===== src/rtl/vga_pkg.sv =====
// Shared types and constants for the VGA scanout block.
package vga_pkg;

    // Segment of a horizontal line or vertical frame, in scan order.
    typedef enum logic [1:0] {
        SYNC       = 2'd0,
        BACKPORCH  = 2'd1,
        ACTIVE     = 2'd2,
        FRONTPORCH = 2'd3
    } seg_t;

    // Line fetch state.
    typedef enum logic [1:0] {
        IDLE    = 2'd0,
        FETCH   = 2'd1,
        DISPLAY = 2'd2
    } fetch_t;

    // Default 640x480 @ 60 Hz timing (25 MHz pixel clock).
    localparam int unsigned H_SYNC_DEF = 96;
    localparam int unsigned H_BP_DEF   = 48;
    localparam int unsigned H_ACT_DEF  = 640;
    localparam int unsigned H_FP_DEF   = 16;
    localparam int unsigned V_SYNC_DEF = 2;
    localparam int unsigned V_BP_DEF   = 33;
    localparam int unsigned V_ACT_DEF  = 480;
    localparam int unsigned V_FP_DEF   = 10;
    localparam int unsigned SCALE_DEF  = 5;

    // Framebuffer geometry: 128x96 at 1 bpp, 32 pixels per word.
    localparam int unsigned FB_W          = 128;
    localparam int unsigned FB_H          = 96;
    localparam int unsigned WORDS_PER_ROW = FB_W / 32;
    localparam int unsigned FB_WORDS      = WORDS_PER_ROW * FB_H;

    // Segment that follows s; FRONTPORCH wraps back to SYNC.
    function automatic seg_t next_seg(input seg_t s);
        unique case (s)
            SYNC:       next_seg = BACKPORCH;
            BACKPORCH:  next_seg = ACTIVE;
            ACTIVE:     next_seg = FRONTPORCH;
            FRONTPORCH: next_seg = SYNC;
        endcase
    endfunction

endpackage


===== src/rtl/vga_out_if.sv =====
// SRAM word-read port between the scanout engine (master) and the arbiter (slave).
interface vga_out_if;
    logic [31:0] SRAM_data_in;
    logic        SRAM_busy;
    logic        data_en;
    logic [31:0] word_address_dest;
    logic [3:0]  byte_select;

    modport master (
        input  SRAM_data_in,
        input  SRAM_busy,
        output data_en,
        output word_address_dest,
        output byte_select
    );

    modport slave (
        output SRAM_data_in,
        output SRAM_busy,
        input  data_en,
        input  word_address_dest,
        input  byte_select
    );
endinterface


===== src/rtl/vga_timing.sv =====
// Horizontal/vertical segment counters and sync generation.
module vga_timing
    import vga_pkg::*;
#(
    parameter int unsigned H_SYNC = H_SYNC_DEF,
    parameter int unsigned H_BP   = H_BP_DEF,
    parameter int unsigned H_ACT  = H_ACT_DEF,
    parameter int unsigned H_FP   = H_FP_DEF,
    parameter int unsigned V_SYNC = V_SYNC_DEF,
    parameter int unsigned V_BP   = V_BP_DEF,
    parameter int unsigned V_ACT  = V_ACT_DEF,
    parameter int unsigned V_FP   = V_FP_DEF
) (
    input  logic       clk,
    input  logic       nrst,
    output logic [9:0] h_count,
    output logic [8:0] v_count,
    output seg_t       h_state,
    output seg_t       v_state,
    output logic       h_out,
    output logic       v_out,
    output logic       bp_start,  // next edge enters h BACKPORCH
    output logic       fp_start   // next edge enters h FRONTPORCH
);

    logic [9:0] h_count_q, h_count_d;
    logic [8:0] v_count_q, v_count_d;
    seg_t       h_state_q, h_state_d;
    seg_t       v_state_q, v_state_d;
    logic [9:0] h_len;
    logic [8:0] v_len;
    logic       h_last, v_last, line_end;

    // Length of the segment each counter is currently in.
    always_comb begin
        unique case (h_state_q)
            SYNC:       h_len = 10'(H_SYNC);
            BACKPORCH:  h_len = 10'(H_BP);
            ACTIVE:     h_len = 10'(H_ACT);
            FRONTPORCH: h_len = 10'(H_FP);
        endcase
        unique case (v_state_q)
            SYNC:       v_len = 9'(V_SYNC);
            BACKPORCH:  v_len = 9'(V_BP);
            ACTIVE:     v_len = 9'(V_ACT);
            FRONTPORCH: v_len = 9'(V_FP);
        endcase
    end

    assign h_last   = (h_count_q == h_len - 10'd1);
    assign v_last   = (v_count_q == v_len - 9'd1);
    assign line_end = h_last && (h_state_q == FRONTPORCH);

    // Next-state: h steps every clock, v steps once per line at its last clock.
    always_comb begin
        h_count_d = h_count_q + 10'd1;
        h_state_d = h_state_q;
        v_count_d = v_count_q;
        v_state_d = v_state_q;
        if (h_last) begin
            h_count_d = '0;
            h_state_d = next_seg(h_state_q);
        end
        if (line_end) begin
            v_count_d = v_count_q + 9'd1;
            if (v_last) begin
                v_count_d = '0;
                v_state_d = next_seg(v_state_q);
            end
        end
    end

    // Counter and segment registers.
    always_ff @(posedge clk) begin
        if (nrst) begin
            h_count_q <= '0;
            v_count_q <= '0;
            h_state_q <= SYNC;
            v_state_q <= SYNC;
        end else begin
            h_count_q <= h_count_d;
            v_count_q <= v_count_d;
            h_state_q <= h_state_d;
            v_state_q <= v_state_d;
        end
    end

    assign h_count  = h_count_q;
    assign v_count  = v_count_q;
    assign h_state  = h_state_q;
    assign v_state  = v_state_q;
    assign h_out    = (h_state_q != SYNC);
    assign v_out    = (v_state_q != SYNC);
    assign bp_start = h_last && (h_state_q == SYNC);
    assign fp_start = h_last && (h_state_q == ACTIVE);

endmodule


===== src/rtl/vga_out.sv =====
// VGA scanout: fetches one framebuffer row per active line during h back porch
// into a line buffer, then replicates each source pixel SCALE x SCALE.
module vga_out
    import vga_pkg::*;
#(
    parameter logic [31:0] BASE_ADDR = 32'h0,
    parameter int unsigned H_SYNC    = H_SYNC_DEF,
    parameter int unsigned H_BP      = H_BP_DEF,
    parameter int unsigned H_ACT     = H_ACT_DEF,
    parameter int unsigned H_FP      = H_FP_DEF,
    parameter int unsigned V_SYNC    = V_SYNC_DEF,
    parameter int unsigned V_BP      = V_BP_DEF,
    parameter int unsigned V_ACT     = V_ACT_DEF,
    parameter int unsigned V_FP      = V_FP_DEF,
    parameter int unsigned SCALE     = SCALE_DEF
) (
    input  logic         clk,
    input  logic         nrst,
    vga_out_if.master    sram,
    output logic         h_out,
    output logic         v_out,
    output logic         pixel_data,
    output logic [1:0]   VGA_state,
    output logic [9:0]   h_count,
    output logic [8:0]   v_count,
    output logic [1:0]   h_state,
    output logic [1:0]   v_state
);

    seg_t       h_seg, v_seg;
    logic [9:0] h_cnt;
    logic [8:0] v_cnt;
    logic       bp_start, fp_start;

    vga_timing #(
        .H_SYNC (H_SYNC),
        .H_BP   (H_BP),
        .H_ACT  (H_ACT),
        .H_FP   (H_FP),
        .V_SYNC (V_SYNC),
        .V_BP   (V_BP),
        .V_ACT  (V_ACT),
        .V_FP   (V_FP)
    ) u_timing (
        .clk      (clk),
        .nrst     (nrst),
        .h_count  (h_cnt),
        .v_count  (v_cnt),
        .h_state  (h_seg),
        .v_state  (v_seg),
        .h_out    (h_out),
        .v_out    (v_out),
        .bp_start (bp_start),
        .fp_start (fp_start)
    );

    fetch_t                            state_q, state_d;
    logic [31:0]                       addr_q, addr_d;
    logic [1:0]                        idx_q, idx_d;
    logic [WORDS_PER_ROW-1:0][31:0]    buf_q, buf_d;
    logic [6:0]                        row;
    logic [31:0]                       row_addr;

    assign row      = 7'(v_cnt / 9'(SCALE));
    assign row_addr = BASE_ADDR + {23'd0, row, 2'b00};

    // Fetch FSM next-state; the buffer is cleared at fetch start so words
    // never captured read back as 0.
    always_comb begin
        state_d = state_q;
        addr_d  = addr_q;
        idx_d   = idx_q;
        buf_d   = buf_q;
        unique case (state_q)
            IDLE: begin
                if (bp_start && (v_seg == ACTIVE)) begin
                    state_d = FETCH;
                    addr_d  = row_addr;
                    idx_d   = '0;
                    buf_d   = '0;
                end
            end
            FETCH: begin
                if (fp_start) begin
                    state_d = IDLE;
                end else if (!sram.SRAM_busy) begin
                    buf_d[idx_q] = sram.SRAM_data_in;
                    addr_d       = addr_q + 32'd1;
                    idx_d        = idx_q + 2'd1;
                    if (idx_q == 2'd3) begin
                        state_d = DISPLAY;
                    end
                end
            end
            DISPLAY: begin
                if (fp_start) begin
                    state_d = IDLE;
                end
            end
            default: state_d = IDLE;
        endcase
    end

    // Fetch FSM, address and line buffer registers.
    always_ff @(posedge clk) begin
        if (nrst) begin
            state_q <= IDLE;
            addr_q  <= BASE_ADDR;
            idx_q   <= '0;
            buf_q   <= '0;
        end else begin
            state_q <= state_d;
            addr_q  <= addr_d;
            idx_q   <= idx_d;
            buf_q   <= buf_d;
        end
    end

    logic [6:0] x;
    logic [4:0] bit_sel;

    // Pixel mux: source column x = h_count / SCALE, MSB of each word leftmost.
    always_comb begin
        x          = 7'(h_cnt / 10'(SCALE));
        bit_sel    = 5'd31 - x[4:0];
        pixel_data = 1'b0;
        if ((h_seg == ACTIVE) && (v_seg == ACTIVE)) begin
            pixel_data = buf_q[x[6:5]][bit_sel];
        end
    end

    assign sram.data_en           = (state_q == FETCH);
    assign sram.word_address_dest = addr_q;
    assign sram.byte_select       = 4'b1111;

    assign VGA_state = state_q;
    assign h_count   = h_cnt;
    assign v_count   = v_cnt;
    assign h_state   = h_seg;
    assign v_state   = v_seg;

endmodule


===== src/flat_wrapper.sv =====
// flat-port wrapper written by rule: the top's interface ports become plain ports
module vga_out_flat import vga_pkg::*;
#(
    parameter logic [31:0] BASE_ADDR = 32'h0,
    parameter int unsigned H_SYNC    = H_SYNC_DEF,
    parameter int unsigned H_BP      = H_BP_DEF,
    parameter int unsigned H_ACT     = H_ACT_DEF,
    parameter int unsigned H_FP      = H_FP_DEF,
    parameter int unsigned V_SYNC    = V_SYNC_DEF,
    parameter int unsigned V_BP      = V_BP_DEF,
    parameter int unsigned V_ACT     = V_ACT_DEF,
    parameter int unsigned V_FP      = V_FP_DEF,
    parameter int unsigned SCALE     = SCALE_DEF
)
  (clk, nrst, h_out, v_out, pixel_data, VGA_state, h_count, v_count, h_state, v_state, sram_SRAM_data_in, sram_SRAM_busy, sram_data_en, sram_word_address_dest, sram_byte_select);
  vga_out_if sram_i ();
  input  logic clk;
  input  logic nrst;
  output logic h_out;
  output logic v_out;
  output logic pixel_data;
  output logic [1:0] VGA_state;
  output logic [9:0] h_count;
  output logic [8:0] v_count;
  output logic [1:0] h_state;
  output logic [1:0] v_state;
  input wire logic [$bits(sram_i.SRAM_data_in)-1:0] sram_SRAM_data_in;
  input wire logic [$bits(sram_i.SRAM_busy)-1:0] sram_SRAM_busy;
  output wire logic [$bits(sram_i.data_en)-1:0] sram_data_en;
  output wire logic [$bits(sram_i.word_address_dest)-1:0] sram_word_address_dest;
  output wire logic [$bits(sram_i.byte_select)-1:0] sram_byte_select;
  assign sram_i.SRAM_data_in = sram_SRAM_data_in;
  assign sram_i.SRAM_busy = sram_SRAM_busy;
  assign sram_data_en = sram_i.data_en;
  assign sram_word_address_dest = sram_i.word_address_dest;
  assign sram_byte_select = sram_i.byte_select;
  vga_out #(.BASE_ADDR(BASE_ADDR), .H_SYNC(H_SYNC), .H_BP(H_BP), .H_ACT(H_ACT), .H_FP(H_FP), .V_SYNC(V_SYNC), .V_BP(V_BP), .V_ACT(V_ACT), .V_FP(V_FP), .SCALE(SCALE)) u_core (.clk(clk), .nrst(nrst), .sram(sram_i), .h_out(h_out), .v_out(v_out), .pixel_data(pixel_data), .VGA_state(VGA_state), .h_count(h_count), .v_count(v_count), .h_state(h_state), .v_state(v_state));
endmodule

===== config.mk =====
export PLATFORM = sky130hd
export DESIGN_NAME = vga_out_flat
export DESIGN_NICKNAME = d
export VERILOG_FILES = /design/src/rtl/vga_pkg.sv /design/src/rtl/vga_out_if.sv /design/src/rtl/vga_timing.sv /design/src/rtl/vga_out.sv /design/src/flat_wrapper.sv
export SDC_FILE = /design/constraint.sdc
export NUM_CORES = 1
export LEC_CHECK = 0
export CORE_MARGIN = 2
export CORE_UTILIZATION = 40
export CTS_CLUSTER_SIZE = 20
export DETAILED_ROUTE_END_ITERATION = 12
export PLACE_DENSITY_LB_ADDON = 0.15
export SLEW_MARGIN = 20
export SYNTH_ARGS = -nofsm -noshare
export SYNTH_HDL_FRONTEND = slang
export SYNTH_SLANG_ARGS = --single-unit

===== constraint.sdc =====
create_clock -name clk -period 5.17 [get_ports clk]
set_input_delay 1.034 -clock clk [delete_from_list [all_inputs] [get_ports clk]]
set_output_delay 1.034 -clock clk [all_outputs]
set_load 0.02 [all_outputs]

* Word level (Yosys, flattened, before mapping) *
Cells that the tools add are included.

operators by class
  add/subtract/negate cells = 7
  div/mod/pow operators = 2
  order comparisons = 4
  equal/unequal tests = 17
  mux-type cells = 31
  reduce and logical (&&, ||, !) cells = 16

operator list
  operator               number
  $mux 128               3
  $pmux 128 s2           1
  $mux 32                5
  $bwmux 128             1
  $bmux 32 s2            1
  $demux 32 s2           1
  $pmux 32 s2            1
  $pmux 10 s4            1
  $pmux 9 s4             1
  $add 32x1->32 const B  1
  $mux 2                 8
  $pmux 2 s4             2
  $eq 2x2->1 const B     6
  $add 10x1->10 const B  1
  $div 10x3->10 const B  1
  $eq 10x10->1           1
  $sub 10x1->10 const B  1
  $add 9x1->9 const B    1
  $div 9x3->9 const B    1
  $eq 9x9->1             1
  $mux 9                 1
  $sub 9x1->9 const B    1
  $reduce_and 4->1       2
  $eq 2x1->1 const B     3
  other kinds (18)       31

storage, ports and cells
  register bits = 187
  word-level logic and storage cells = 88

* Depth between registers and ports, before layout *
  word-level depth = 8
  gate-level depth with buffers = 19
  depth with buffers taken out = 16

* Cells and area by module *
From an unflattened synthesis, not the netlist that was laid out.

second synthesis, totals
  cells, all modules = 1214
  area total of the unflattened synthesis = 10234.8 sq um

modules (own cells, without submodules)
  module      times used  cells an instance  area an instance (sq um)
  vga_out     1           1064               8873.5
  vga_timing  1           150                1361.3

* Worst setup path after synthesis *
OpenSTA, ideal clock, no wires.

  kind = register -> output
  from = reg u_core.u_timing.h_count_q[9], in the netlist u_core.u_timing.h_count[9]
  to = out pixel_data
  arrival = 4.710 ns
  slack = -0.574 ns
  cell stages (with the launch flop) = 19
  path buffers = 3
  path through = dfxtp_1 buf_6 buf_6 nand2_1 o22a_1 o221ai_2 buf_4 a21oi_1 a22oi_1 o221a_2 ha_1 a21boi_0 a311oi_1 o211ai_2 a2111oi_4 mux2_4 o311ai_1 or4_1 nor4_1

on the way
  longest elaborated chain between the ends = 6

RTL lines
  item                                                 line                text
  start: declaration                                   vga_timing.sv:26    logic [9:0] h_count_q, h_count_d;
  start signal: assignment                             vga_timing.sv:81    h_count_q <= h_count_d;
  $div 10x3->10 *                                      vga_out.sv:124      x = 7'(h_cnt / 10'(SCALE));
  branches (longest 2 deep; another with $sub 5x5->5)  --
  $bmux 1 s5 *                                         vga_out.sv:128      pixel_data = buf_q[x[6:5]][bit_sel];
  $mux 1 (not written as such) *                       vga_out.sv:128
  $mux 1 *                                             vga_out.sv:127      if ((h_seg == ACTIVE) && (v_seg == ACTIVE)) begin
  end: declaration                                     flat_wrapper.sv:21  output logic pixel_data;

Every way passes the cells marked *. The select of a mux whose other input is x is not followed.

* Worst setup path after layout *
  from = reg u_core.u_timing.h_count_q[6], in the netlist u_core.u_timing.h_count[6]
  to = out pixel_data

The elaborated chain is that of the path after synthesis.

==> results.py <==
metrics = {
    "synth": {
        "synthTopCellsByArea": "dfxtp_1 (37%), a22oi_1 (10%), nor2_1 (8.0%)",
        "synth_edf_count": 0,
        "synth.area.mux_share_pct": 9.698,
        "synth.top_cell.area_share_pct": 37.49,
        "ys_ff_latch": 187,
        "syn-cell-area_um2": 9986,
        "synth_commonest_cells": "nor2_1 (212), dfxtp_1 (187), a22oi_1 (134), clkbuf_1 (62), nand2_1 (57)",
        "yosysMostFrequentCell": "nor2_1",
        "synth_adder_area_share_pct": 3.107,
        "ys_seq_area_share_pct": 37.49,
        "synth_cell_types": 99,
        "synth_compound_area_share_pct": 19.43,
        "synthArstFlopShare_pct": 0,
        "yosys.area.top_type": "dfxtp_1",
        "synth_flop_cell": "dfxtp_1",
        "synthSimpleGateAreaFrac_pct": 19.50,
        "syn_avg_cell_area_um2": 8.932,
        "ys.warnings.count": 0,
        "synth_top_family_by_area": "simple AND/OR/NAND/NOR gates",
        "synth-xor-area-share_pct": 5.075,
        "netlist_instances": 1118,
    },
    "timing": {
        "period_share_pct": 109.6,
        "skew_ns": 0.01953,
        "fin_setup_tns_ns": -0.4985,
        "worst_slew_pin_slew_ns": 0.8750,
        "hold_violations": 0,
        "rsz0062_at_grt": "true",
        "hold_ws_ns": 0.4920,
        "maxClockFrequency_mhz": 176.4,
        "period_minus_slack_ns": 5.668,
        "setup_viol": 1,
        "fin_ws_ns": -0.4985,
        "drv_slew": 0,
        "slew_headroom_pct": 41.18,
    },
    "floorplanning": {
        "start_util_pct": 40.94,
        "num_rows": 57,
        "dieWidth_um": 162,
        "io_pins": 100,
        "dieArea_um2": 26240,
        "core_um2": 24390,
        "die_height_um": 162,
    },
    "detailed_routing": {
        "drtPass1Iterations": 5,
        "viasPerCell": 5.576,
        "drc": 0,
        "antenna_left": 0,
        "vias": 8822,
        "drtIter0Drc": 707,
        "wirelength_mm": 27.96,
        "wl_per_cell_um": 17.68,
    },
    "pwr": {
        "p_sw_mw": 0.7487,
        "finalPower_mw": 2.893,
        "p_int_mw": 2.145,
        "p_comb_share_pct": 4.1,
        "switching_share_pct": 25.88,
        "clkPwrFrac_pct": 46.1,
        "p_seq_share_pct": 49.9,
        "leakage_nw": 4.484,
        "ir_worst_vdd_mv": 0.1946,
        "p_per_area_nw_per_um2": 230.9,
    },
    "clock_network": {
        "cts-root-buf": "clkbuf_16",
        "h-tree-depth": 4,
        "ctsHoldBuffers": 0,
        "cts_buffers": 17,
        "cts_tree": "yes",
        "numClockSinks": 187,
        "worstSkewPairLatency_ns": 0.44,
        "clk_pin_slew_ns": 0.08,
        "cts.path.max_buffers": 2,
    },
    "placed_design": {
        "place.gp.congestion": 0.8862,
        "hpwlAfterDp_mm": 17.65,
        "port_buffers": 95,
    },
    "grt": {
        "met1_usage_pct": 30.10,
        "antenna_found_initial": 0,
        "grt.total_usage_pct": 20.89,
        "first_global_vias": 8288,
        "gr-usage-met2_pct": 33.27,
        "grt_busiest_layer": "met2",
        "grt_overflow_total": 0,
        "grt_pass1_wl_mm": 44.46,
        "grt_max_degree": 65,
        "met3_usage_pct": 2.911,
    },
    "outcome": {
        "violations": "negative setup slack",
        "status": "finished with violations",
    },
    "cells_and_area": {
        "fin_nets": 1304,
        "drive_gt1_share_pct": 19.40,
        "area_growth_pct": 25.49,
        "antennaDiodeCount": 0,
    },
    "worst_setup_path": {
        "crit_type": "flop to output pin",
        "worstPathMaxFanout": 6,
        "start_kind": "flop",
        "crit_required_ns": 4.14,
        "cp-end-kind": "output pin",
        "critPathArrivalTime_ns": 4.63,
    },
    "job": {
        "cap_viol_max_count": 0,
    },
    "worst_hold_path": {
        "holdCritPathClass": "flop to flop",
    },
}
critical path: stages (launching register included):
cell	delay, ns
dfxtp_4	0.37
buf_12	0.11
nand2_4	0.05
or4_4	0.53
and4_4	0.21
nor3_4	0.21
a22oi_2	0.09
o221a_4	0.32
ha_4	0.18
nor2_4	0.10
a31oi_2	0.05
o41a_1	0.42
o211ai_2	0.11
a2111oi_4	0.07
buf_4	0.16
mux2_4	0.19
o311ai_2	0.07
or4_4	0.58
nor4_4	0.18
buf_4	0.19
layout make-up:
cell class,instances,area (um2)
fill,2354,11860
multi-input combinational,814,5884
sequential,187,3761
timing repair buffer,198,1764
clock buffer,17,425.4
tap,324,405.4
clock inverter,15,188.9
inverter,27,101.3
flip-flops by register name, summed over array words and instances, names as in the netlist:
| register | cells |
|---|---|
| u_core.VGA_state | 2 |
| u_core.buf_q | 128 |
| u_core.idx_q | 2 |
| u_core.sram.word_address_dest | 32 |
| u_core.u_timing.h_count | 10 |
| u_core.u_timing.h_state | 2 |
| u_core.u_timing.v_count | 9 |
| u_core.u_timing.v_state | 2 |
power by group through the flow:
stage	Combinational [mW]	Clock (mW)	Sequential [mW]
after floorplan	0.0531	0	1.48
after global placement	0.111	0	1.48
after detailed placement	0.111	0	1.48
after CTS	0.112	1.36	1.44
after global routing	0.127	1.42	1.44
final	0.118	1.33	1.44
cells in the final DEF (no fill, tap or decap), types with 6 or more instances in the layout:
cell / count
a21oi_1: 31
a22oi_1: 130
a31oi_1: 7
and3_1: 16
buf_4: 99
clkbuf_16: 18
clkdlybuf4s50_1: 93
clkinv_8: 6
dfxtp_1: 181
ha_1: 23
inv_1: 25
mux2_2: 8
mux2i_1: 14
mux4_2: 28
nand2_1: 55
nand2b_1: 10
nand3_1: 28
nand4_1: 9
nor2_1: 210
nor3_1: 18
o21ai_0: 26
xnor2_1: 31
xor2_1: 24
metal layers:
layer / up-vias / share of wire [%]
li1: 4283 / -
met1: 4278 / 48
met2: 236 / 46
met3: 25 / 4.5
met4: 0 / 0.99
met5: - / 0
final timing paths:
| kind | to | depth (start not counted) | start | slack (ns) |
|---|---|---|---|---|
| worst max-delay path | pixel_data | 19 | u_core.u_timing.h_count[6] | -0.50 |
| worst min-delay path | u_core.u_timing.h_count[0] | 1 | u_core.u_timing.h_count[0] | 0.49 |
| worst max register to register | u_core.sram.word_address_dest[31] | 13 | u_core.u_timing.h_state[0] | 1.28 |
| worst min register to register | u_core.u_timing.h_count[0] | 1 | u_core.u_timing.h_count[0] | 0.49 |
logic make-up after synthesis:
group,count (synthesis)
multiplexers,55
buffers and inverters,120
AO/OA/AOI/OAI,265
flip-flops,187
adder cells (fa/ha/maj),25
AND/OR/NAND/NOR,408
XOR/XNOR,57
other,1
metrics by stage:
step           util, %  setup slack (ns)  std cells  area (um2)
6_report         51.37           -0.4985       1582       12530
5_1_grt          51.37           -0.6956       1582       12530
4_1_cts          50.30           -0.4739       1566       12270
3_5_place_dp     47.36           -0.5543       1528       11550
3_3_place_gp     47.36           -0.4506       1528       11550
2_1_floorplan        -          0.001143       1121       10010
repair_timing:
item / in CTS / in global routing
endpoints found under the setup margin: 1 / 1
buffers inserted: 6 / 16
resized for setup: 20 / 25
gates cloned: 0 / 1
pin swaps: 9 / 21
Power figures use the tool's default switching activity.
